[src/rtl/tnn_pkg.sv]
// tnn_pkg: shared state encoding, chunk width and accumulator sizing rule for the ternary neuron.
package tnn_pkg;
  typedef enum logic [2:0] {IDLE, LOAD, CNT_P, CNT_N, OUT} state_t;
  localparam int CHUNK_W = 16;
  function automatic int min_acc_w(input int n_chunks);
    return $clog2(CHUNK_W * n_chunks + 1) + 1;
  endfunction
endpackage

[src/rtl/tnn_popcount16.sv]
// tnn_popcount16: combinational 16-input population count, swappable for an approximate variant.
module tnn_popcount16
  import tnn_pkg::*;
(
  input  logic [CHUNK_W-1:0] d,
  output logic [4:0]         cnt
);
  always_comb begin
    cnt = '0;
    for (int i = 0; i < CHUNK_W; i++) cnt = cnt + 5'(d[i]);
  end
endmodule

[src/rtl/tnn_ternary_neuron_seq.sv]
// tnn_ternary_neuron_seq: chunk-serial ternary neuron, one shared popcount for +1 and -1 weight masks.
module tnn_ternary_neuron_seq
  import tnn_pkg::*;
#(
  parameter int N_CHUNKS = 4,
  parameter int ACC_W    = 9
) (
  input  logic                    clk,
  input  logic                    rst_n,
  input  logic                    start,
  input  logic signed [ACC_W-1:0] threshold,
  input  logic                    in_valid,
  output logic                    in_ready,
  input  logic [CHUNK_W-1:0]      in_data,
  input  logic [CHUNK_W-1:0]      w_pos,
  input  logic [CHUNK_W-1:0]      w_neg,
  output logic                    busy,
  output logic                    out_valid,
  input  logic                    out_ready,
  output logic                    out_bit,
  output logic signed [ACC_W-1:0] out_sum
);
  localparam int CNT_W = N_CHUNKS > 1 ? $clog2(N_CHUNKS) : 1;
  if (N_CHUNKS < 1 || N_CHUNKS > 16 || ACC_W < min_acc_w(N_CHUNKS)) begin : g_param_chk
    $error("tnn_ternary_neuron_seq: illegal N_CHUNKS/ACC_W combination");
  end
  state_t                  state, state_nxt;
  logic [CHUNK_W-1:0]      d_q, wp_q, wn_q, pc_in;
  logic [4:0]              pc;
  logic [CNT_W-1:0]        cnt;
  logic signed [ACC_W-1:0] acc, thr, acc_nxt;
  logic                    last;
  assign last = cnt == CNT_W'(N_CHUNKS - 1);
  always_ff @(posedge clk or negedge rst_n)
    if (!rst_n) state <= IDLE;
    else state <= state_nxt;
  always_comb begin
    state_nxt = state;
    case (state)
      IDLE:    if (start) state_nxt = LOAD;
      LOAD:    if (in_valid) state_nxt = CNT_P;
      CNT_P:   state_nxt = CNT_N;
      CNT_N:   state_nxt = last ? OUT : LOAD;
      OUT:     if (out_ready) state_nxt = IDLE;
      default: state_nxt = IDLE;
    endcase
  end
  always_comb begin
    in_ready  = state == LOAD;
    busy      = state != IDLE;
    out_valid = state == OUT;
  end
  // Conflicting weight bits (set in both masks) are excluded from both counts.
  assign pc_in   = state == CNT_P ? d_q & wp_q & ~wn_q : d_q & wn_q & ~wp_q;
  assign acc_nxt = state == CNT_P ? acc + $signed(ACC_W'(pc)) : acc - $signed(ACC_W'(pc));
  tnn_popcount16 u_popcount (.d(pc_in), .cnt(pc));
  always_ff @(posedge clk or negedge rst_n)
    if (!rst_n) begin
      d_q     <= '0;
      wp_q    <= '0;
      wn_q    <= '0;
      acc     <= '0;
      thr     <= '0;
      cnt     <= '0;
      out_sum <= '0;
      out_bit <= 1'b0;
    end else begin
      case (state)
        IDLE: if (start) begin
          thr <= threshold;
          acc <= '0;
          cnt <= '0;
        end
        LOAD: if (in_valid) begin
          d_q  <= in_data;
          wp_q <= w_pos;
          wn_q <= w_neg;
        end
        CNT_P: acc <= acc_nxt;
        CNT_N: begin
          acc <= acc_nxt;
          if (last) begin
            out_sum <= acc_nxt;
            out_bit <= acc_nxt >= thr;
          end else cnt <= cnt + CNT_W'(1);
        end
        default: ;
      endcase
    end
endmodule

[config.mk]
export PLATFORM = sky130hd
export DESIGN_NAME = tnn_ternary_neuron_seq
export DESIGN_NICKNAME = d
export VERILOG_FILES = /design/src/rtl/tnn_pkg.sv /design/src/rtl/tnn_popcount16.sv /design/src/rtl/tnn_ternary_neuron_seq.sv
export SDC_FILE = /design/constraint.sdc
export NUM_CORES = 1
export LEC_CHECK = 0
export BUFFER_PORTS_ARGS = -buffer_cell sky130_fd_sc_hd__buf_4
export CORE_MARGIN = 3
export CORE_UTILIZATION = 59
export DETAILED_ROUTE_END_ITERATION = 10
export PLACE_DENSITY = 0.8
export SYNTH_ARGS = -nofsm -noshare
export SYNTH_HDL_FRONTEND = slang
export SYNTH_HIERARCHICAL = 1
export SYNTH_SLANG_ARGS = --single-unit
[constraint.sdc]
create_clock -name clk -period 17.55 [get_ports clk]
set_clock_uncertainty 0.2 [all_clocks]
set_input_delay 5.265 -clock clk [delete_from_list [all_inputs] [get_ports clk]]
set_output_delay 5.265 -clock clk [all_outputs]
set_load 0.05 [all_outputs]
=== Word level (Yosys, flattened, before mapping) ===
Cells that the tools add are included.

* Add/sub/neg operators: 18
* $lt $le $gt $ge: 1
* Eq/ne operators: 9
* Multiplexer cells: 12
* Bitwise gates (word level): 6
* Reductions and logical operators: 11

{| class="wikitable"
|+ Operators with widths
! kind !! count
|-
| 5-bit by 1-bit adder with 5-bit output || 14
|-
| 16-bit bitwise AND || 4
|-
| 16-bit inverter || 2
|-
| 9-bit two-way mux || 2
|-
| 9-bit one-hot mux with 2 select lines || 1
|-
| 16-bit two-way mux || 1
|-
| 3-bit one-hot mux with 5 select lines || 1
|-
| 3-bit two-way mux || 4
|-
| 9-bit by 6-bit adder with 9-bit output || 1
|-
| 9-bit greater-or-equal comparator || 1
|-
| 9-bit by 6-bit subtractor with 9-bit output || 1
|-
| 2-bit AND reduction || 4
|-
| 3-bit by 2-bit == test with 1-bit output, second input constant || 2
|-
| 2-bit != test, second input constant || 3
|-
| 3-bit AND reduction || 2
|-
| 2-bit two-way mux || 2
|-
| 2-bit one-hot mux with 2 select lines || 1
|-
| 2-bit nonzero test || 2
|-
| 3-bit by 1-bit == test with 1-bit output, second input constant || 1
|-
| 3-bit == test, second input constant || 1
|-
| 3-bit zero test || 1
|-
| 3-bit nonzero test || 1
|-
| 1-bit by 1-bit adder with 2-bit output || 1
|-
| 2-bit by 1-bit adder with 2-bit output, second input constant || 1
|-
| 3 further kinds || 3
|}

* Bits in registers: 81
* Input bits: 62
* Output and inout port bits: 13
* Logic and storage cells: 66

=== Depth between registers and ports, before layout ===
* Word-level depth: 21
* Gate-level depth with buffers: 32
* Depth with buffers taken out: 30

=== Modules after synthesis ===
The synthesis kept the hierarchy.

{| class="wikitable"
|+ By module, submodules not included
! module !! instances !! cells an instance !! area an instance (µm²)
|-
| tnn_ternary_neuron_seq || 1 || 372 || 4231.6
|-
| tnn_popcount16 || 1 || 47 || 407.9
|}

=== Worst setup path after synthesis ===
OpenSTA, ideal clock, no wires.

* Path type: register to register
* From: register state[0]
* To: register out_bit
* Arrival: 6.455 ns
* Required time: 17.209 ns
* Path slack: 10.754 ns
* Cell stages (with the launch flop): 32
* Buffers on the path: 2
* Clock period less this slack: 6.796 ns
* Path through: dfrtp_1 buf_6 nor3b_2 buf_2 nand3b_1 a21boi_0 inv_1 fa_1 fa_1 fa_1 fa_1 inv_1 ha_1 inv_1 fa_1 inv_1 inv_1 ha_1 nor3b_1 ha_1 nand2_1 o21ai_0 ha_1 a21oi_1 o21ai_0 o31ai_1 xor2_1 inv_1 ha_1 and3_1 o2111ai_1 a41oi_1

* Cells in the longest elaborated chain, start to end: 20
* Elaborated cells on any way between the ends: 23

{| class="wikitable"
|+ RTL lines
! item !! line !! source
|-
| from (decl) || tnn_ternary_neuron_seq.sv:27 || <nowiki>state_t state, state_nxt;</nowiki>
|-
| from (signal assigned) || tnn_ternary_neuron_seq.sv:36 || <nowiki>else state <= state_nxt;</nowiki>
|-
| 3-bit by 2-bit == test with 1-bit output * || tnn_ternary_neuron_seq.sv:54 || <nowiki>assign pc_in = state == CNT_P ? d_q & wp_q & ~wn_q : d_q & wn_q & ~wp_q;</nowiki>
|-
| 16-bit two-way mux * || tnn_ternary_neuron_seq.sv:54 ||
|-
| via pc_in[0] || tnn_ternary_neuron_seq.sv:28 || <nowiki>logic [CHUNK_W-1:0] d_q, wp_q, wn_q, pc_in;</nowiki>
|-
| 1-bit by 1-bit adder with 2-bit output * || tnn_popcount16.sv:10 || <nowiki>for (int i = 0; i < CHUNK_W; i++) cnt = cnt + 5'(d[i]);</nowiki>
|-
| 5-bit by 1-bit adder with 5-bit output * (14 in a row) || tnn_popcount16.sv:10 ||
|-
| via pc[1] || tnn_ternary_neuron_seq.sv:29 || <nowiki>logic [4:0] pc;</nowiki>
|-
| 9-bit by 6-bit subtractor with 9-bit output or 9-bit by 6-bit adder with 9-bit output (tied branches) || tnn_ternary_neuron_seq.sv:55 || <nowiki>assign acc_nxt = state == CNT_P ? acc + $signed(ACC_W'(pc)) : acc - $signed(ACC_W'(pc));</nowiki>
|-
| 9-bit two-way mux * || tnn_ternary_neuron_seq.sv:55 ||
|-
| via acc_nxt[7] || tnn_ternary_neuron_seq.sv:31 || <nowiki>logic signed [ACC_W-1:0] acc, thr, acc_nxt;</nowiki>
|-
| 9-bit greater-or-equal comparator * || tnn_ternary_neuron_seq.sv:84 || <nowiki>out_bit <= acc_nxt >= thr;</nowiki>
|-
| to (signal assigned) || tnn_ternary_neuron_seq.sv:84 ||
|-
| to (decl) || tnn_ternary_neuron_seq.sv:20 || <nowiki>output logic out_bit,</nowiki>
|}

The timed path passes the listed nets; every way through them passes the cells marked *.
A chain may end at the register's enable or synchronous reset.

=== Final worst setup path ===
* From: register state[1]
* To: register out_bit

* Elaborated cells on any way between the ends: 23

{| class="wikitable"
|+ RTL lines
! item !! line
|-
| 3-bit by 2-bit == test with 1-bit output * || tnn_ternary_neuron_seq.sv:54
|-
| 16-bit two-way mux * || tnn_ternary_neuron_seq.sv:54
|-
| via pc_in[5] || tnn_ternary_neuron_seq.sv:28
|-
| 5-bit by 1-bit adder with 5-bit output * (11 in a row) || tnn_popcount16.sv:10
|-
| via pc[1] || tnn_ternary_neuron_seq.sv:29
|-
| 9-bit by 6-bit subtractor with 9-bit output or 9-bit by 6-bit adder with 9-bit output (tied branches) || tnn_ternary_neuron_seq.sv:55
|-
| 9-bit two-way mux * || tnn_ternary_neuron_seq.sv:55
|-
| via acc_nxt[7] || tnn_ternary_neuron_seq.sv:31
|-
| 9-bit greater-or-equal comparator * || tnn_ternary_neuron_seq.sv:84
|}

Marks and branches as above.

==> key figures <==
Critical path
  – Req. time, crit path: 17.62 ns
  – Critical path class: reg2reg
  – Max Fanout on Critical Path: 21
  – Critical Path Start Type: flip-flop
  – CP max stage delay: 0.62 ns
  – Cell mode on critical path: inv_1
  – Setup crit end kind: flip-flop
  – WP data arrival: 7.80 ns
  – Worst path slowest cell: nand2b_1

Run status
  – Outcome: completed

Route
  – Via density: 5.48
  – Detailed Route WL: 8900 µm
  – Wire per inst: 15.0 µm
  – Vias: 3247
  – # DRC: 0
  – Remaining antenna violation count: 0
  – DR iter-0 viols: 117
  – Drt pass-1 iters: 4

Global routing
  – First-pass GRT wire length: 15000 µm
  – Grt ovf: 0
  – Largest net degree at the start of global routing: 82
  – Vias in the first global route: 3257
  – GRT Total Usage: 21.5%
  – Antenna violations before repair: 0

Timing
  – Final hold violations: 0
  – Max-Slew Margin vs Limit: 33.0%
  – Slew Viols, Final: 0
  – Highest Clock Rate: 129 MHz
  – Tmin final: 7.73 ns
  – Worst-margin pin slew: 1.00 ns
  – Endpoints failing setup: 0
  – Setup TNS: 0 ns
  – RSZ-0062 raised after global routing: no
  – Period utilization: 44.0%

Floorplanning
  – Die Ht: 94.7 µm
  – Row count: 31
  – # IOs: 75
  – Starting Density: 62.3%
  – Die Wd: 94.7 µm
  – Core Area: 7450 µm²
  – Full die area: 8960 µm²

Logic synthesis
  – Top cell type by total area after synthesis: dfrtp_1
  – Share of the synthesized area in the top cell type: 43.7%
  – Commonest cells in the netlist: dfrtp_1 (81), inv_1 (48), nand2_1 (35)
  – #FFs+latches synth: 81
  – Netlist Area Pre-Place: 4640 µm²
  – Top post-synthesis cells by area: dfrtp_1 (44%), mux2_2 (7.5%), ha_1 (7.0%)
  – Post-synth EDFFs: 0
  – Synth warn: 6
  – Cells after Synth: 419
  – Synthesized Nets: 518
  – Avg Synthesized Cell Area: 11.1 µm²
  – Most numerous cell in the Yosys netlist: dfrtp_1
  – Sequential-to-total area share from yosys stat: 43.7%
  – Synth Flop Type: dfrtp_1
  – Netlist cell types: 47
  – Asr flop ratio synth: 100%

Clock tree
  – Reg clk slew, reported paths: 0.09 ns
  – CTS Hold Bufs: 0
  – Clock sinks: 81
  – CTS tree: done
  – Num CTS Buffers: 9
  – # Post-CTS Setup Buffers: 0
  – Clk_lat worst skew: 0.36 ns
  – Post-CTS resize count: 0
  – Root Driver: clkbuf_8
  – Clk buf depth: 2
  – H-Tree Depth: 3

Finish
  – # fillers: 547
  – P&R area growth vs syn: 16.8%
  – Share of post-route cells with drive strength above 1: 26.5%
  – Ant diodes: 0
  – Final #Nets: 588

Placed design
  – GPL Wtd Cong: 0.849
  – Port Buffers: 74
  – DP HPWL: 6510 µm

Job
  – Max-cap violations: 0

Worst hold path
  – Hold Crit Class: reg2reg
-- worst max-delay path, delay by kind of cell (launching register included) --
| kind | cells | cell delay, ns |
|---|---|---|
| buffers and inverters | 6 | 0.44 |
| XOR/XNOR | 1 | 0.24 |
| AO/OA/AOI/OAI | 7 | 1.19 |
| AND/OR/NAND/NOR | 6 | 1.39 |
| adder cells (fa/ha/maj) | 10 | 3.68 |
| flip-flops | 1 | 0.47 |
-- cell families (layout without fill, tap and decap cells) --
kind of cell	count (synthesis)	count (layout)	share of synthesized area, %
flops	81	81	43.7
compound gates	76	76	10.7
fa+ha+maj	37	37	11.8
simple gates	93	93	12.1
mux	54	54	13.0
buf+inv	65	140	6.31
xor+xnor	13	13	2.45
-- cell type report --
| cell class | instances | area [µm²] | share of cell area (%) |
|---|---|---|---|
| repair buffers | 76 | 571 | 10.5 |
| flip-flops and latches | 81 | 2030 | 37.4 |
| well taps | 99 | 124 | 2.29 |
| clock inverters | 7 | 66.3 | 1.22 |
| clock buffers | 9 | 124 | 2.29 |
| multi-input cells | 273 | 2330 | 42.9 |
| inverters | 48 | 180 | 3.32 |
-- final timing paths --
kind,startpoint,endpoint,slack (ns),cells past startpoint
max in group asynchronous,rst_n,wp_q[11],11.63,1
min in group asynchronous,rst_n,cnt[1],4.85,1
worst min-delay path,d_q[11],d_q[11],0.29,1
worst max-delay path,state[1],out_bit,9.82,30
worst max register to register,state[1],out_bit,9.82,30
worst min register to register,d_q[11],d_q[11],0.29,1
-- placed cells by master (no fill, tap or decap), drive strengths merged, types with 2 or more instances in the layout --
master  instances
a21boi         16
a21o            6
a21oi          10
a31oi           3
and3            2
buf            76
clkbuf          9
dfrtp          81
fa             11
ha             26
inv            54
mux2           51
mux2i           3
nand2          35
nand2b          7
nand3b         33
nor2            6
nor2b           2
nor3b           2
o21ai          22
o22ai           9
o31ai           2
xnor2           7
xor2            6
-- layer usage --
metal / vias up / GRT usage, % / wire length, µm
met1: 1588 / 29.0 / 4020
met2: 71 / 34.5 / 4340
met5: - / 0 / 0
met3: 8 / 5.18 / 456
met4: 0 / 6.37 / 91
li1: 1580 / - / -
-- flip-flops by register name (all words and copies together) (netlist names) --
name     cells
thr          9
wp_q        16
out_sum      9
acc          9
d_q         16
wn_q        16
out_bit      1
cnt          2
state        3
-- metrics by stage --
stage / cell area [µm²] / hold WS [ns] / cells / util, % / worst slack (ns)
floorplan: 4640 / 0.251 / 419 / - / 10.75
finish: 5420 / 0.292 / 593 / 72.8 / 9.82
CTS: 5420 / 0.292 / 593 / 72.8 / 9.81
global route: 5420 / 0.315 / 593 / 72.8 / 9.27
detailed placement: 5230 / 0.270 / 577 / 70.2 / 9.87
global placement: 5230 / 0.262 / 577 / 70.2 / 10.16
Power is left out: the tool's default activity adds up to more than one toggle a clock period on the data nets, which glitch-free logic cannot reach.
